`config.mk`:
```
export PLATFORM = sky130hd
export DESIGN_NAME = mux_nto1_reg
export DESIGN_NICKNAME = d
export VERILOG_FILES = /design/src/rtl/mux_nto1_reg.sv
export SDC_FILE = /design/constraint.sdc
export NUM_CORES = 1
export LEC_CHECK = 0
export ABC_CLOCK_PERIOD_IN_PS = 4000
export CAP_MARGIN = 15
export CORE_UTILIZATION = 35
export DETAILED_ROUTE_END_ITERATION = 7
export PLACE_DENSITY_LB_ADDON = 0.05
export SLEW_MARGIN = 20
export SYNTH_ARGS = -nofsm -noshare
export SYNTH_HDL_FRONTEND = slang
export SYNTH_SLANG_ARGS = --single-unit
```
`constraint.sdc`:
```
create_clock -name clk -period 4 [get_ports clk]
set_input_delay 0.6 -clock clk [delete_from_list [all_inputs] [get_ports clk]]
set_output_delay 0.6 -clock clk [all_outputs]
set_load 0.02 [all_outputs]
```
`src/rtl/mux_nto1_reg.sv`:
```
// N-to-1 registered mux with explicit or round-robin channel selection and valid/ready handshake.
// Optional out_parity output is enabled by defining MUX_NTO1_PARITY_EN.
module mux_nto1_reg #(
   parameter int WIDTH    = 8,
   parameter int CHANNELS = 8,
   localparam int SEL_W   = $clog2(CHANNELS)
) (
   input  logic                      clk,
   input  logic                      rst,
   input  logic [CHANNELS*WIDTH-1:0] in_data,
   input  logic [CHANNELS-1:0]       in_valid,
   output logic [CHANNELS-1:0]       in_ready,
   input  logic [SEL_W-1:0]          sel,
   input  logic                      mode,
   output logic [WIDTH-1:0]          out_data,
   output logic [SEL_W-1:0]          out_chan,
   output logic                      out_valid,
`ifdef MUX_NTO1_PARITY_EN
   output logic                      out_parity,
`endif
   input  logic                      out_ready
);

   typedef enum logic {IDLE = 1'b0, HOLD = 1'b1} state_t;

   state_t           state;
   state_t           state_nxt;
   logic [SEL_W-1:0] rr_ptr;
   logic [SEL_W-1:0] cand;
   logic             cand_valid;
   logic [SEL_W-1:0] rr_hi;
   logic             rr_hi_vld;
   logic [SEL_W-1:0] rr_lo;
   logic             rr_lo_vld;
   logic [WIDTH-1:0] cand_data;
   logic             load;

   assign out_valid = (state == HOLD);

   // Round-robin: lowest valid index at or above rr_ptr, else lowest valid index overall.
   always_comb begin
      rr_hi     = '0;
      rr_hi_vld = 1'b0;
      rr_lo     = '0;
      rr_lo_vld = 1'b0;
      for (int k = CHANNELS - 1; k >= 0; k--) begin
         if (in_valid[k]) begin
            rr_lo     = SEL_W'(k);
            rr_lo_vld = 1'b1;
            if (SEL_W'(k) >= rr_ptr) begin
               rr_hi     = SEL_W'(k);
               rr_hi_vld = 1'b1;
            end
         end
      end
   end

   always_comb begin
      cand       = '0;
      cand_valid = 1'b0;
      if (!mode) begin
         // An out-of-range sel matches no channel, so nothing is granted.
         for (int k = 0; k < CHANNELS; k++) begin
            if (sel == SEL_W'(k)) begin
               cand       = sel;
               cand_valid = in_valid[k];
            end
         end
      end else if (rr_hi_vld) begin
         cand       = rr_hi;
         cand_valid = 1'b1;
      end else begin
         cand       = rr_lo;
         cand_valid = rr_lo_vld;
      end
   end

   always_comb begin
      cand_data = '0;
      for (int k = 0; k < CHANNELS; k++) begin
         if (cand == SEL_W'(k)) begin
            cand_data = in_data[k*WIDTH +: WIDTH];
         end
      end
   end

   assign load = cand_valid && (!out_valid || out_ready) && !rst;

   always_comb begin
      in_ready = '0;
      for (int k = 0; k < CHANNELS; k++) begin
         in_ready[k] = load && (cand == SEL_W'(k));
      end
   end

   always_comb begin
      state_nxt = state;
      case (state)
         IDLE: if (load) state_nxt = HOLD;
         HOLD: begin
            if (load) begin
               state_nxt = HOLD;
            end else if (out_ready) begin
               state_nxt = IDLE;
            end
         end
         default: state_nxt = IDLE;
      endcase
   end

   always_ff @(posedge clk) begin
      if (rst) begin
         state <= IDLE;
      end else begin
         state <= state_nxt;
      end
   end

   always_ff @(posedge clk) begin
      if (rst) begin
         out_data <= '0;
         out_chan <= '0;
         rr_ptr   <= '0;
      end else if (load) begin
         out_data <= cand_data;
         out_chan <= cand;
         if (mode) begin
            rr_ptr <= (cand == SEL_W'(CHANNELS - 1)) ? '0 : cand + 1'b1;
         end
      end
   end

`ifdef MUX_NTO1_PARITY_EN
   always_ff @(posedge clk) begin
      if (rst) begin
         out_parity <= 1'b0;
      end else if (load) begin
         out_parity <= ^cand_data;
      end
   end
`endif

endmodule

```
-- Word-level counts from Yosys, hierarchy flattened
Cells that the tools add are included.
- bits of input ports: 79
- register bits after elaboration: 15
- logic and storage cells: 125
- output and inout bits: 20
- $lt $le $gt $ge: 8
- reductions and logical operators: 16
- equal/unequal tests: 14
- bitwise logic cells: 1
- add/subtract/negate cells: 1
- muxes and demuxes: 81
- operators by type and width (operator ; count):
    two-way mux 3 bit ; 35
    two-way mux 8 bit ; 8
    two-way mux 1 bit ; 37
    equality test 3 bit (second input constant) ; 8
    equality test 3 x 2 -> 1 bit (second input constant) ; 4
    greater-or-equal comparator 3 bit (first input constant) ; 4
    logical AND 1 bit ; 10
    equality test 3 x 1 -> 1 bit (second input constant) ; 2
    greater-or-equal comparator 1 x 3 -> 1 bit (first input constant) ; 2
    greater-or-equal comparator 2 x 3 -> 1 bit (first input constant) ; 2
    zero test 3 bit ; 2
    adder 3 x 1 -> 3 bit (second input constant) ; 1
    zero test 1 bit ; 2
    one-hot mux 1 bit (2 select lines) ; 1
    AND reduction 2 bit ; 1
    logical OR 1 bit ; 1
    NOT 1 bit ; 1

-- Depth between registers and ports, before layout
Gate-level depths: netlist of the first run.
- word-level depth: 28
- depth in mapped cells: 17
- gate-level depth less buffers: 15

-- Worst setup path after synthesis of the first run
Ideal clock, no wire load.
- path kind: input to register
- start point: in in_valid[5]
- end point: reg out_data[6]
- path buffers: 1
- setup time: 117 ps
- path slack: 418 ps
- data required time: 3883 ps
- arrival: 3465 ps
- cell stages on the path: 13
- cells stage by stage: nand3b_1 a221oi_2 o21ai_0 or4b_2 and3_1 ha_1 nor2b_1 clkbuf_1 a221o_1 a21oi_1 mux2i_1 a311o_1 a32o_1
- longest elaborated chain between the ends: 22
- RTL lines (item ; line ; text):
    start, declared ; 11 ; input logic [CHANNELS-1:0] in_valid,
    two-way mux 3 bit / two-way mux 1 bit (equally long branches) ; 47 ; if (in_valid[k]) begin
    two-way mux 3 bit / two-way mux 1 bit (equally long branches) ; 50 ; if (SEL_W'(k) >= rr_ptr) begin
    two-way mux 3 bit / two-way mux 1 bit (equally long branches) ; 47 ;
    two-way mux 3 bit / two-way mux 1 bit (equally long branches) ; 50 ;
    two-way mux 3 bit / two-way mux 1 bit (equally long branches) ; 47 ;
    two-way mux 3 bit / two-way mux 1 bit (equally long branches) ; 50 ;
    two-way mux 3 bit / two-way mux 1 bit (equally long branches) ; 47 ;
    two-way mux 3 bit / two-way mux 1 bit (equally long branches) ; 50 ;
    two-way mux 3 bit / two-way mux 1 bit (equally long branches) ; 47 ;
    two-way mux 3 bit / two-way mux 1 bit (equally long branches) ; 50 ;
    two-way mux 3 bit / two-way mux 1 bit (equally long branches) ; 47 ;
    two-way mux 3 bit ; 69 ; end else if (rr_hi_vld) begin
    two-way mux 3 bit ; 61 ; if (!mode) begin
    zero test 3 bit ; 81 ; if (cand == SEL_W'(k)) begin
    two-way mux 8 bit (8 in a row) ; 81 ;
    end signal, assigned ; 125 ; out_data <= cand_data;
    end, declared ; 15 ; output logic [WIDTH-1:0] out_data,
Several ways; a longest one is shown, not always the timed one.
A chain may end at the register's enable or synchronous reset.

-- Worst setup path in the final report of the first run
- start point: in in_valid[4]
- end point: out in_ready[6]
- longest elaborated chain between the ends: 14
- RTL lines (item ; line ; text):
    parallel branches: the longest is 13 deep, another holds two-way mux 3 bit ; -- ;
    logical AND 1 bit (*) ; 92 ; in_ready[k] = load && (cand == SEL_W'(k));
    end, declared ; 12 ; output logic [CHANNELS-1:0] in_ready,
Every way passes the cells marked *.

==> metrics.md, run 1 <==
| Metric | Value |
|---|---|
| VDD IR max | 0.130 mV |
| Clk_lat worst skew | 0.25 ns |
| Worst Path Buf+Inv | 3 |
| Synth cell types | 45 |
| Worst clock skew | 0.00548 ns |
| Multi-input logic area | 1320 um2 |
| # H-tree levels | 1 |
| Number of synthesized register bits | 15 |
| Syn_nets | 328 |
| DR vias | 2329 |
| Hold Crit Depth | 2 |
| Area leader, netlist | dfxtp_1 |
| DRT Pass-1 Iters | 4 |
| Core area | 4500 um2 |
| Reg2reg setup slack | 0.42 ns |
| Endpoints failing setup | 0 |
| Largest net degree at the start of global routing | 16 |
| Status | finished clean |
| NumNets Final | 457 |
| Worst setup EP type | output port |
| Die ar. | 5130 um2 |
| DR vias/cell | 5.51 |
| TritonCTS clock tree | built |
| Diode count | 0 |
| Fin util | 68.8% |
| Post-synth top area share | 17.7% |
| Pwr/cell area | 243 nW/um2 |
| Non-Filler Instances | 423 |
| CP peak stage delay | 0.62 ns |
| Chip Height | 71.7 um |
| Fmax | 262 MHz |
| Hold Startpoint | out_data[3] |
| Cell family with most CP delay | simple AND/OR/NAND/NOR gates |
| PortBufs | 98 |
| Post-CTS Setup Bufs | 0 |
| Min cycle time layout | 3.82 ns |
| Max cap viols | 0 |
| Pwr Total | 753 uW |
| RSZ-0062 raised after global routing | no |
| Clk root buf | clkbuf_8 |
| Final hold violation count | 0 |
| Average size of a mapped cell | 6.99 um2 |
| Worst Path Required | 3.40 ns |
| CTS Sinks | 15 |
| Routed length per instance | 14.9 um |
| Critical Path Fanout Max | 5 |
| Starting Density | 37.7% |
| GRT Total Usage | 24.8% |
| Grt ovf | 0 |
| Final Cycle Share | 95.5% |
| Hold slack final | 0.465 ns |
| Final Max Tran Viols | 0 |
| Synth area leaders | dfxtp_1 (18%), a21oi_1 (10%), nor2_1 (4.9%) |
| Io pins | 99 |
| CP Launch Type | primary input |
| Placed cells | 419 |
| Number of synthesized flops with an enable pin | 0 |
| Worst Hold Class | flip-flop to flip-flop |
| Mapped Area | 1700 um2 |
| Sequential-to-total area share from yosys stat | 17.7% |
| Lkg Pwr | 0.00129 uW |
| Die width | 71.7 um |
| Worst rel slew slack | 64.2% |
| Critical path depth | 10 |
| Fraction of registers with async set/reset | 0% |
| Num CTS Buffers | 3 |
| Warnings, synthesis | 0 |
| Arrival @ worst endpoint | 3.22 ns |
| Max stage delay cell, worst path | or4b_2 |
| Global-route wire length before repair | 10200 um |
| Post-Syn Instances | 243 |
| Pre-CTS setup slack | -0.242 ns |
| Worst Reg-to-Reg Cells | 13 |
| Fillers | 401 |
| Post-detail-place hpwl | 5030 um |
| Most frequent cells after synthesis | a21oi_1 (34), nor2_1 (22), nand2_1 (18), dfxtp_1 (15), o21ai_0 (15) |
| Count leader, synth | a21oi_1 |
| Post-route ant nets | 0 |
| Worst path cell trace | clkdlybuf4s50_1 > a2bb2oi_1 > a221oi_2 > o21ai_1 > or4b_2 > and3_4 > buf_4 > ha_2 > and3_1 > dlygate4sd2_1 |
| Most used DFF post-synth | dfxtp_1 |
| Iteration-0 DRC Markers | 218 |
| Layout cells sized above 1 | 19.7% |
| Worst-Margin Slew | 0.534 ns |
| Worst Hold Path EP | out_data[3] |
| Total Wirelength | 6280 um |
| Vias in the first global route | 2220 |
| Clock Path Buffers | 2 |
| Worst R2R Start | rr_ptr[1] |
| Terminus of the critical flop-to-flop path | out_data[6] |
| Clock-pin slew on the worst setup and hold paths | 0.07 ns |
| Register area | 300 um2 |
| Synthesis-to-finish area growth | 82.5% |
| # DRC | 0 |
| FP Rows | 24 |
| Initial antenna violation count | 0 |
| Routability cong. | 0.929 |
| Setup WS post-layout | 0.181 ns |
| Critical setup path kind | primary input to output port |
-- logic make-up (layout without fill, tap and decap cells) --
family,count (synthesis),after routing,synth area share (%)
compound gates,95,95,38.4
simple gates,88,88,27.1
buf+inv,34,162,7.96
flops,15,15,17.7
fa+ha+maj,6,6,4.42
mux,5,5,4.42
-- through the flow --
stage | area [um2] | TNS [ns]
after detailed placement | 3010 | -2.51
after global placement | 3010 | -1.92
after global routing | 3100 | 0
after CTS | 3040 | 0
after floorplan | 1700 | 0
final | 3100 | 0
-- routing by layer --
metal | global-route usage, % | wire length [um] | up-vias
met1 | 30.5 | 2710 | 1063
li1 | - | - | 1163
met4 | 5.01 | 99 | 0
met3 | 3.38 | 357 | 12
met2 | 45.9 | 3120 | 91
met5 | 0 | 0 | -
-- cells in the final DEF (no fill, tap or decap), types with 2 or more instances in the layout --
cell type,instances
a211o_1,2
a211oi_1,3
a21oi_1,32
a21oi_2,2
a221oi_1,5
a221oi_2,4
a22oi_1,6
a2bb2oi_1,2
and2_1,2
and3_1,11
buf_4,44
clkbuf_2,2
clkbuf_8,3
clkdlybuf4s50_1,89
dfxtp_1,15
dlygate4sd2_1,5
ha_1,3
ha_2,2
inv_1,14
mux2i_1,3
mux4_2,2
nand2_1,18
nand2b_1,4
nand3_1,2
nand3b_1,3
nor2_1,22
nor2b_1,5
nor3_1,6
nor3b_1,7
nor4_1,3
o21ai_0,13
o21ai_1,2
o21bai_1,2
o22ai_1,7
o31ai_1,3
-- tightest hold or removal path, delay by kind of cell, from the launching register on --
kind / cells / cell delay, ns
AO/OA/AOI/OAI: 1 / 0.06
flip-flops: 1 / 0.33
AND/OR/NAND/NOR: 1 / 0.05
-- power by group --
group / switching [uW] / leakage, uW / internal (uW) / total (uW)
registers: 12.9 / 0.000123 / 167 / 180
clock network: 62.9 / 0.0000255 / 69.2 / 132
logic: 201 / 0.00114 / 240 / 441
total: 277 / 0.00129 / 477 / 753
-- cell type report --
class | instances | area share (%)
clock buffers | 3 | 1.33
clock inverters | 1 | 0.162
inverters | 15 | 1.90
multi-input cells | 194 | 42.6
flip-flops and latches | 15 | 9.69
well taps | 52 | 2.10
repair buffers | 143 | 42.2
-- sequential cells by signal, summed over array words and instances, names as in the netlist --
signal,count
out_chan,3
out_valid,1
out_data,8
rr_ptr,3
-- worst max-delay path by stage --
| stage | from | to |
|---|---|---|
| global placement | in_valid[5] | in_ready[7] |
| detailed placement | in_valid[5] | in_ready[7] |
| floorplan | in_valid[5] | out_data[6] |
| global route | in_valid[4] | out_data[1] |
| finish | in_valid[4] | in_ready[6] |
| CTS | in_valid[5] | in_ready[7] |
-- repair_timing --
item                                   in CTS  in global routing
setup endpoints to repair                   8                 16
endpoints found under the hold margin       0                  0
gates resized for setup                     8                 21
hold buffers                                0                  0
pin swaps                                   0                  2
No activity file was read; power rests on OpenSTA's default activity.
==> inputs of run 2 (changes only) <==
- ABC_AREA: default -> 1
- ABC_CLOCK_PERIOD_IN_PS: 4000 -> 3250
- GPL_ROUTABILITY_DRIVEN: default -> 0
- clock period: 4 -> 3.25 ns (I/O delays scaled with it)
==> run 2 against run 1 <==
Critical path depth is 7 higher. Routed wire length up 10%. Power grew 19%. Final cell count increased by 35%. Global-route usage down 3.3 points. Clock-buffer cell count grew 1. Combinational power increased by 21%. Sequential share of layout area decreased by 0.82 points. Critical path type unchanged. Largest power group unchanged. Highest routed layer unchanged.
==> metrics.md, run 2 <==
| Metric | Value |
|---|---|
| Register area | 300 um2 (unchanged) |
| Fraction of registers with async set/reset | 0% (unchanged) |
| Iteration-0 DRC Markers | 125 (was 218) |
| Count leader, synth | nand2_1 (was a21oi_1) |
| Die width | 79.2 um (was 71.7 um) |
| Hold Crit Depth | 2 (unchanged) |
| Post-detail-place hpwl | 5420 um (was 5030 um) |
| Routed length per instance | 12.1 um (was 14.9 um) |
| Min cycle time layout | 3.10 ns |
| Final hold violation count | 0 (unchanged) |
| Worst setup EP type | output port (unchanged) |
| Synth cell types | 34 (was 45) |
| Initial antenna violation count | 0 (unchanged) |
| Endpoints failing setup | 0 (unchanged) |
| Mapped Area | 2090 um2 (was 1700 um2) |
| Starting Density | 37.0% (was 37.7%) |
| Reg2reg setup slack | 0.39 ns (was 0.42 ns) |
| Arrival @ worst endpoint | 2.62 ns (was 3.22 ns) |
| Average size of a mapped cell | 5.57 um2 (was 6.99 um2) |
| Synth area leaders | nand2_1 (21%), dfxtp_1 (14%), inv_1 (9.9%) (was dfxtp_1 (18%), a21oi_1 (10%), nor2_1 (4.9%)) |
| Global-route wire length before repair | 10700 um (was 10200 um) |
| Core area | 5640 um2 (was 4500 um2) |
| Fin util | 60.0% (was 68.8%) |
| Fmax | 322 MHz |
| Clk root buf | clkbuf_8 (unchanged) |
| Diode count | 0 (unchanged) |
| Num CTS Buffers | 3 (unchanged) |
| Lkg Pwr | 0.00172 uW (was 0.00129 uW) |
| # DRC | 0 (unchanged) |
| Number of flip-flops in the largest register | 8 (unchanged) |
| Critical setup path kind | primary input to output port (unchanged) |
| Warnings, synthesis | 0 (unchanged) |
| Grt ovf | 0 (unchanged) |
| CTS Sinks | 15 (unchanged) |
| Fillers | 587 (was 401) |
| Multi-input logic area | 1440 um2 (was 1320 um2) |
| Chip Height | 79.2 um (was 71.7 um) |
| Number of synthesized register bits | 15 (unchanged) |
| Worst rel slew slack | 77.1% (was 64.2%) |
| Post-Syn Instances | 375 (was 243) |
| Pwr/cell area | 264 nW/um2 (was 243 nW/um2) |
| FP Rows | 27 (was 24) |
| Worst Hold Class | flip-flop to flip-flop (unchanged) |
| Final Max Tran Viols | 0 (unchanged) |
| # H-tree levels | 1 (unchanged) |
| Area leader, netlist | nand2_1 (was dfxtp_1) |
| Worst-Margin Slew | 0.342 ns (was 0.534 ns) |
| NumNets Final | 585 (was 457) |
| Worst clock skew | 0.00399 ns (was 0.00548 ns) |
| RSZ-0062 raised after global routing | yes (was no) |
| Sequential-to-total area share from yosys stat | 14.4% (was 17.7%) |
| Post-route ant nets | 0 (unchanged) |
| Clock-pin slew on the worst setup and hold paths | 0.06 ns (was 0.07 ns) |
| Largest register by flop count | out_data (unchanged) |
| Placed cells | 566 (was 419) |
| DRT Pass-1 Iters | 6 (was 4) |
| Syn_nets | 460 (was 328) |
| CTS Hold Buffers Added | 0 (unchanged) |
| Number of synthesized flops with an enable pin | 0 (unchanged) |
| Post-synth top area share | 20.7% (was 17.7%) |
| Io pins | 99 (unchanged) |
| Final Cycle Share | 95.5% |
| Layout cells sized above 1 | 17.6% (was 19.7%) |
| Status | finished clean (unchanged) |
| Vias in the first global route | 2392 (was 2220) |
| Most common cell after layout, fill and taps aside | nand2_1 (was clkdlybuf4s50_1) |
| Clk_lat worst skew | 0.24 ns (was 0.25 ns) |
| Largest net degree at the start of global routing | 25 (was 16) |
| Die ar. | 6280 um2 (was 5130 um2) |
| Commonest cells after routing, fill and taps aside | nand2_1 (113), clkdlybuf4s50_1 (88), inv_1 (53), buf_4 (40), nor2_1 (38) (was clkdlybuf4s50_1 (89), buf_4 (44), a21oi_1 (32), nor2_1 (22), nand2_1 (18)) |
| Max cap viols | 0 (unchanged) |
| Worst Path Required | 2.76 ns (was 3.40 ns) |
| Pwr Total | 894 uW (was 753 uW) |
| Total Wirelength | 6930 um (was 6280 um) |
| TritonCTS clock tree | built (unchanged) |
| DR vias/cell | 4.78 (was 5.51) |
| VDD IR max | 0.281 mV (was 0.130 mV) |
| Top Registers | out_data x8, out_chan x3, rr_ptr x3 (unchanged) |
| Clock Path Buffers | 2 (unchanged) |
| DR vias | 2727 (was 2329) |
| Non-Filler Instances | 571 (was 423) |
| Most used DFF post-synth | dfxtp_1 (unchanged) |
| CP Launch Type | primary input (unchanged) |
| PortBufs | 98 (unchanged) |
| GRT Total Usage | 21.5% (was 24.8%) |
| Most frequent cells after synthesis | nand2_1 (115), inv_1 (55), nor2_1 (39), nand4_1 (24), nand3_1 (22) (was a21oi_1 (34), nor2_1 (22), nand2_1 (18), dfxtp_1 (15), o21ai_0 (15)) |
| Synthesis-to-finish area growth | 62.2% (was 82.5%) |
| Worst Reg-to-Reg Cells | 24 (was 13) |
| Critical Path Fanout Max | 4 (was 5) |
run 2: cell count changes in the layout (fill, tap and decap cells not counted), moves of 8 or more:
cell / previous run / this run
nand2_1: 18 / 113
inv_1: 14 / 53
nand4_1: 0 / 24
a21oi_1: 32 / 12
nand3_1: 2 / 21
nor2_1: 22 / 38
and3_1: 11 / 0
inv_2: 0 / 8
run 2: stage by stage:
stage	area, um2	hold WS, ns	TNS, ns	worst slack, ns
final	3380	0.471	0	0.145
after global routing	3380	0.492	-0.0743	-0.0467
after CTS	3370	0.472	0	0.00452
after detailed placement	3330	0.464	-3.81	-0.393
after global placement	3330	0.455	-2.61	-0.299
after floorplan	2090	0.490	0	0.295
run 2: cells by family after synthesis:
kind of cell    count (synthesis)  share of synthesized area (%)
simple gates                  214                           46.1
buf+inv                        81                           17.7
compound gates                 59                           18.2
flops                          15                           14.4
fa+ha+maj                       6                           3.60
run 2: path summary, 6_finish.rpt:
path	startpoint	endpoint
setup / recovery	in_valid[7]	in_ready[6]
hold / removal	out_chan[2]	out_chan[2]
setup reg to reg	rr_ptr[1]	out_data[7]
hold reg to reg	out_chan[2]	out_chan[2]
run 2: worst max-delay path: stages:
cell             delay (ns)
clkdlybuf4s50_1        0.44
inv_2                  0.09
nand2_2                0.06
nor2_2                 0.11
o21ai_0                0.09
inv_1                  0.06
o221ai_1               0.12
nor2_1                 0.11
nand2_1                0.06
nand3_1                0.06
o21ai_0                0.11
buf_4                  0.18
ha_1                   0.21
buf_4                  0.16
nand2_4                0.06
nor2_1                 0.04
buf_2                  0.16
run 2: power breakdown:
group | switching [uW] | leakage, uW | internal, uW
Clock | 60.9 | 0.0000228 | 86.7
Sequential | 10.9 | 0.000123 | 202
Combinational | 271 | 0.00157 | 262
Total | 343 | 0.00172 | 551
run 2: area by class of cell:
cell class,count,share of cell area (%)
clock buffer,4,1.33
tap,72,2.66
sequential,15,8.87
multi-input combinational,279,42.6
inverter,62,6.88
timing repair buffer,139,37.7
run 2: metal layers:
metal,track usage [%],vias up,wire length [um]
met3,1.61,7,385
li1,-,1446,-
met1,28.6,1177,3260
met5,0,-,0
met2,37.9,97,3240
met4,3.82,0,46
run 2: repair_timing:
item | in CTS | in global routing
pin swaps | 0 | 2
cloned | 0 | 0
buffers inserted | 0 | 1
setup endpoints to repair | 8 | 16
gates resized for setup | 23 | 20
==> inputs of run 3 (changes only) <==
- SKIP_CTS_REPAIR_TIMING: default -> 1
==> run 3 against run 2 <==
Via count did not move. Die area did not move. Fmax fell by 1.2%. Clock-buffer cell count unchanged. Clock skew hardly changed. Power is 0.22% higher.
==> metrics.md, run 3 (synthesis gave the netlist of run 2 again) <==
| Metric | Value |
|---|---|
| Status | finished clean (unchanged) |
| Worst Hold Class | flip-flop to flip-flop (unchanged) |
| Lkg Pwr | 0.00178 uW (was 0.00172 uW) |
| Initial antenna violation count | 0 (unchanged) |
| Die width | 79.2 um (unchanged) |
| DRT Pass-1 Iters | 7 (was 6) |
| Clk root buf | clkbuf_8 (unchanged) |
| Chip Height | 79.2 um (unchanged) |
| Worst Path Required | 2.76 ns (about the same) |
| Worst R2R Start | rr_ptr[1] (unchanged) |
| Layout cells sized above 1 | 16.4% (was 17.6%) |
| Fillers | 582 (was 587) |
| Largest register by flop count | out_data (unchanged) |
| CTS Sinks | 15 (unchanged) |
| Terminus of the critical flop-to-flop path | out_data[7] (unchanged) |
| Commonest cells after routing, fill and taps aside | nand2_1 (113), clkdlybuf4s50_1 (88), inv_1 (54), buf_4 (41), nor2_1 (39) (was nand2_1 (113), clkdlybuf4s50_1 (88), inv_1 (53), buf_4 (40), nor2_1 (38)) |
| Number of flip-flops in the largest register | 8 (unchanged) |
| PortBufs | 98 (unchanged) |
| RSZ-0062 raised after global routing | yes (unchanged) |
| Starting Density | 37.0% (unchanged) |
| TritonCTS clock tree | built (unchanged) |
| Worst-Margin Slew | 0.347 ns (was 0.342 ns) |
| VDD IR max | 0.282 mV (was 0.281 mV) |
| Total Wirelength | 6930 um (about the same) |
| GRT Total Usage | 21.5% (about the same) |
| Worst Reg-to-Reg Cells | 24 (unchanged) |
| DR vias | 2727 (unchanged) |
| Clock Path Buffers | 2 (unchanged) |
| Num CTS Buffers | 3 (unchanged) |
| Top Registers | out_data x8, out_chan x3, rr_ptr x3 (unchanged) |
| Most common cell after layout, fill and taps aside | nand2_1 (unchanged) |
| Pwr/cell area | 262 nW/um2 (was 264 nW/um2) |
| Fmax | 318 MHz (was 322 MHz) |
| FP Rows | 27 (unchanged) |
| # DRC | 0 (unchanged) |
| Diode count | 0 (unchanged) |
| DR vias/cell | 4.78 (unchanged) |
| Fin util | 60.5% (was 60.0%) |
| Post-detail-place hpwl | 5420 um (unchanged) |
| Crit path from | in_valid[5] (was in_valid[7]) |
| Synthesis-to-finish area growth | 63.6% (was 62.2%) |
| Min cycle time layout | 3.14 ns (was 3.10 ns) |
| Arrival @ worst endpoint | 2.65 ns (was 2.62 ns) |
| Iteration-0 DRC Markers | 132 (was 125) |
| Grt ovf | 0 (unchanged) |
| Worst setup EP type | output port (unchanged) |
| Reg2reg setup slack | 0.40 ns (was 0.39 ns) |
| Io pins | 99 (unchanged) |
| Crit path to | in_ready[6] (unchanged) |
| Clk_lat worst skew | 0.24 ns (about the same) |
| Worst rel slew slack | 76.8% (was 77.1%) |
| Die ar. | 6280 um2 (unchanged) |
| Routed length per instance | 12.1 um (about the same) |
| Final Cycle Share | 96.6% (was 95.5%) |
| Final hold violation count | 0 (unchanged) |
| Final Max Tran Viols | 0 (unchanged) |
| Largest net degree at the start of global routing | 25 (unchanged) |
| Critical setup path kind | primary input to output port (unchanged) |
| Endpoints failing setup | 0 (unchanged) |
| # H-tree levels | 1 (unchanged) |
| CP Launch Type | primary input (unchanged) |
| Global-route wire length before repair | 10700 um (about the same) |
| Critical Path Fanout Max | 4 (unchanged) |
| Vias in the first global route | 2392 (unchanged) |
| Clock-pin slew on the worst setup and hold paths | 0.06 ns (about the same) |
| Post-route ant nets | 0 (unchanged) |
| NumNets Final | 585 (unchanged) |
| Fin Setup TNS | 0 ns (unchanged) |
| Max cap viols | 0 (unchanged) |
| Worst clock skew | 0.00437 ns (was 0.00399 ns) |
| Core area | 5640 um2 (unchanged) |
-- run 3: changes by cell type in the layout (fill, tap and decap cells not counted) --
cell | previous run | this run
buf_2 | 3 | 0
buf_4 | 40 | 41
clkbuf_2 | 4 | 2
inv_2 | 8 | 7
nor2_2 | 2 | 1
nor2_1 | 38 | 39
inv_1 | 53 | 54
dlymetal6s2s_1 | 2 | 6
-- run 3: routing by layer --
metal / GRT usage [%] / part of all wire [%]
met1: 28.7 / 48
met2: 38.1 / 47
met3: 1.72 / 4.9
met4: 3.27 / 0.55
met5: 0 / 0
-- run 3: worst max-delay path, stage by stage --
cell,delay (ns)
clkdlybuf4s50_1,0.46
nand2_2,0.11
nand2_1,0.07
nor2_2,0.09
o21ai_0,0.09
inv_1,0.06
o221ai_1,0.12
a21oi_1,0.15
nand2_1,0.07
a31o_2,0.21
inv_1,0.08
ha_1,0.17
buf_4,0.14
nand2_4,0.05
nor2_1,0.12
clkbuf_2,0.19
-- run 3: per-stage QoR --
step	power, uW	worst slack, ns	instances	area (um2)	hold WS (ns)
floorplan	506	0.295	375	2090	0.490
global placement	739	-0.299	566	3330	0.455
detailed placement	743	-0.393	566	3330	0.464
CTS	895	-0.404	570	3380	0.472
global route	965	-0.0495	571	3410	0.493
finish	896	0.109	571	3410	0.471
-- run 3: worst min-delay path by stage --
stage | depth (start not counted) | start | endpoint | slack (ns)
floorplan | 2 | rr_ptr[1] | rr_ptr[1] | 0.49
global placement | 2 | out_chan[2] | out_chan[2] | 0.46
detailed placement | 2 | out_chan[2] | out_chan[2] | 0.46
CTS | 2 | out_chan[2] | out_chan[2] | 0.47
global route | 2 | out_data[3] | out_data[3] | 0.49
finish | 2 | out_chan[2] | out_chan[2] | 0.47
-- run 3: where the power goes --
group / total, uW / switching, uW / leakage, uW / internal, uW
clock network: 149 / 61.9 / 0.0000228 / 86.7
registers: 212 / 10.9 / 0.000123 / 202
logic: 535 / 271 / 0.00164 / 264
total: 896 / 344 / 0.00178 / 552
-- run 3: area by class of cell --
class	instances	area (um2)	area share [%]
clock buffers	4	45.0	1.32
inverters	62	233	6.82
multi-input cells	279	1440	42.1
flip-flops and latches	15	300	8.79
well taps	72	90.1	2.64
repair buffers	139	1310	38.3
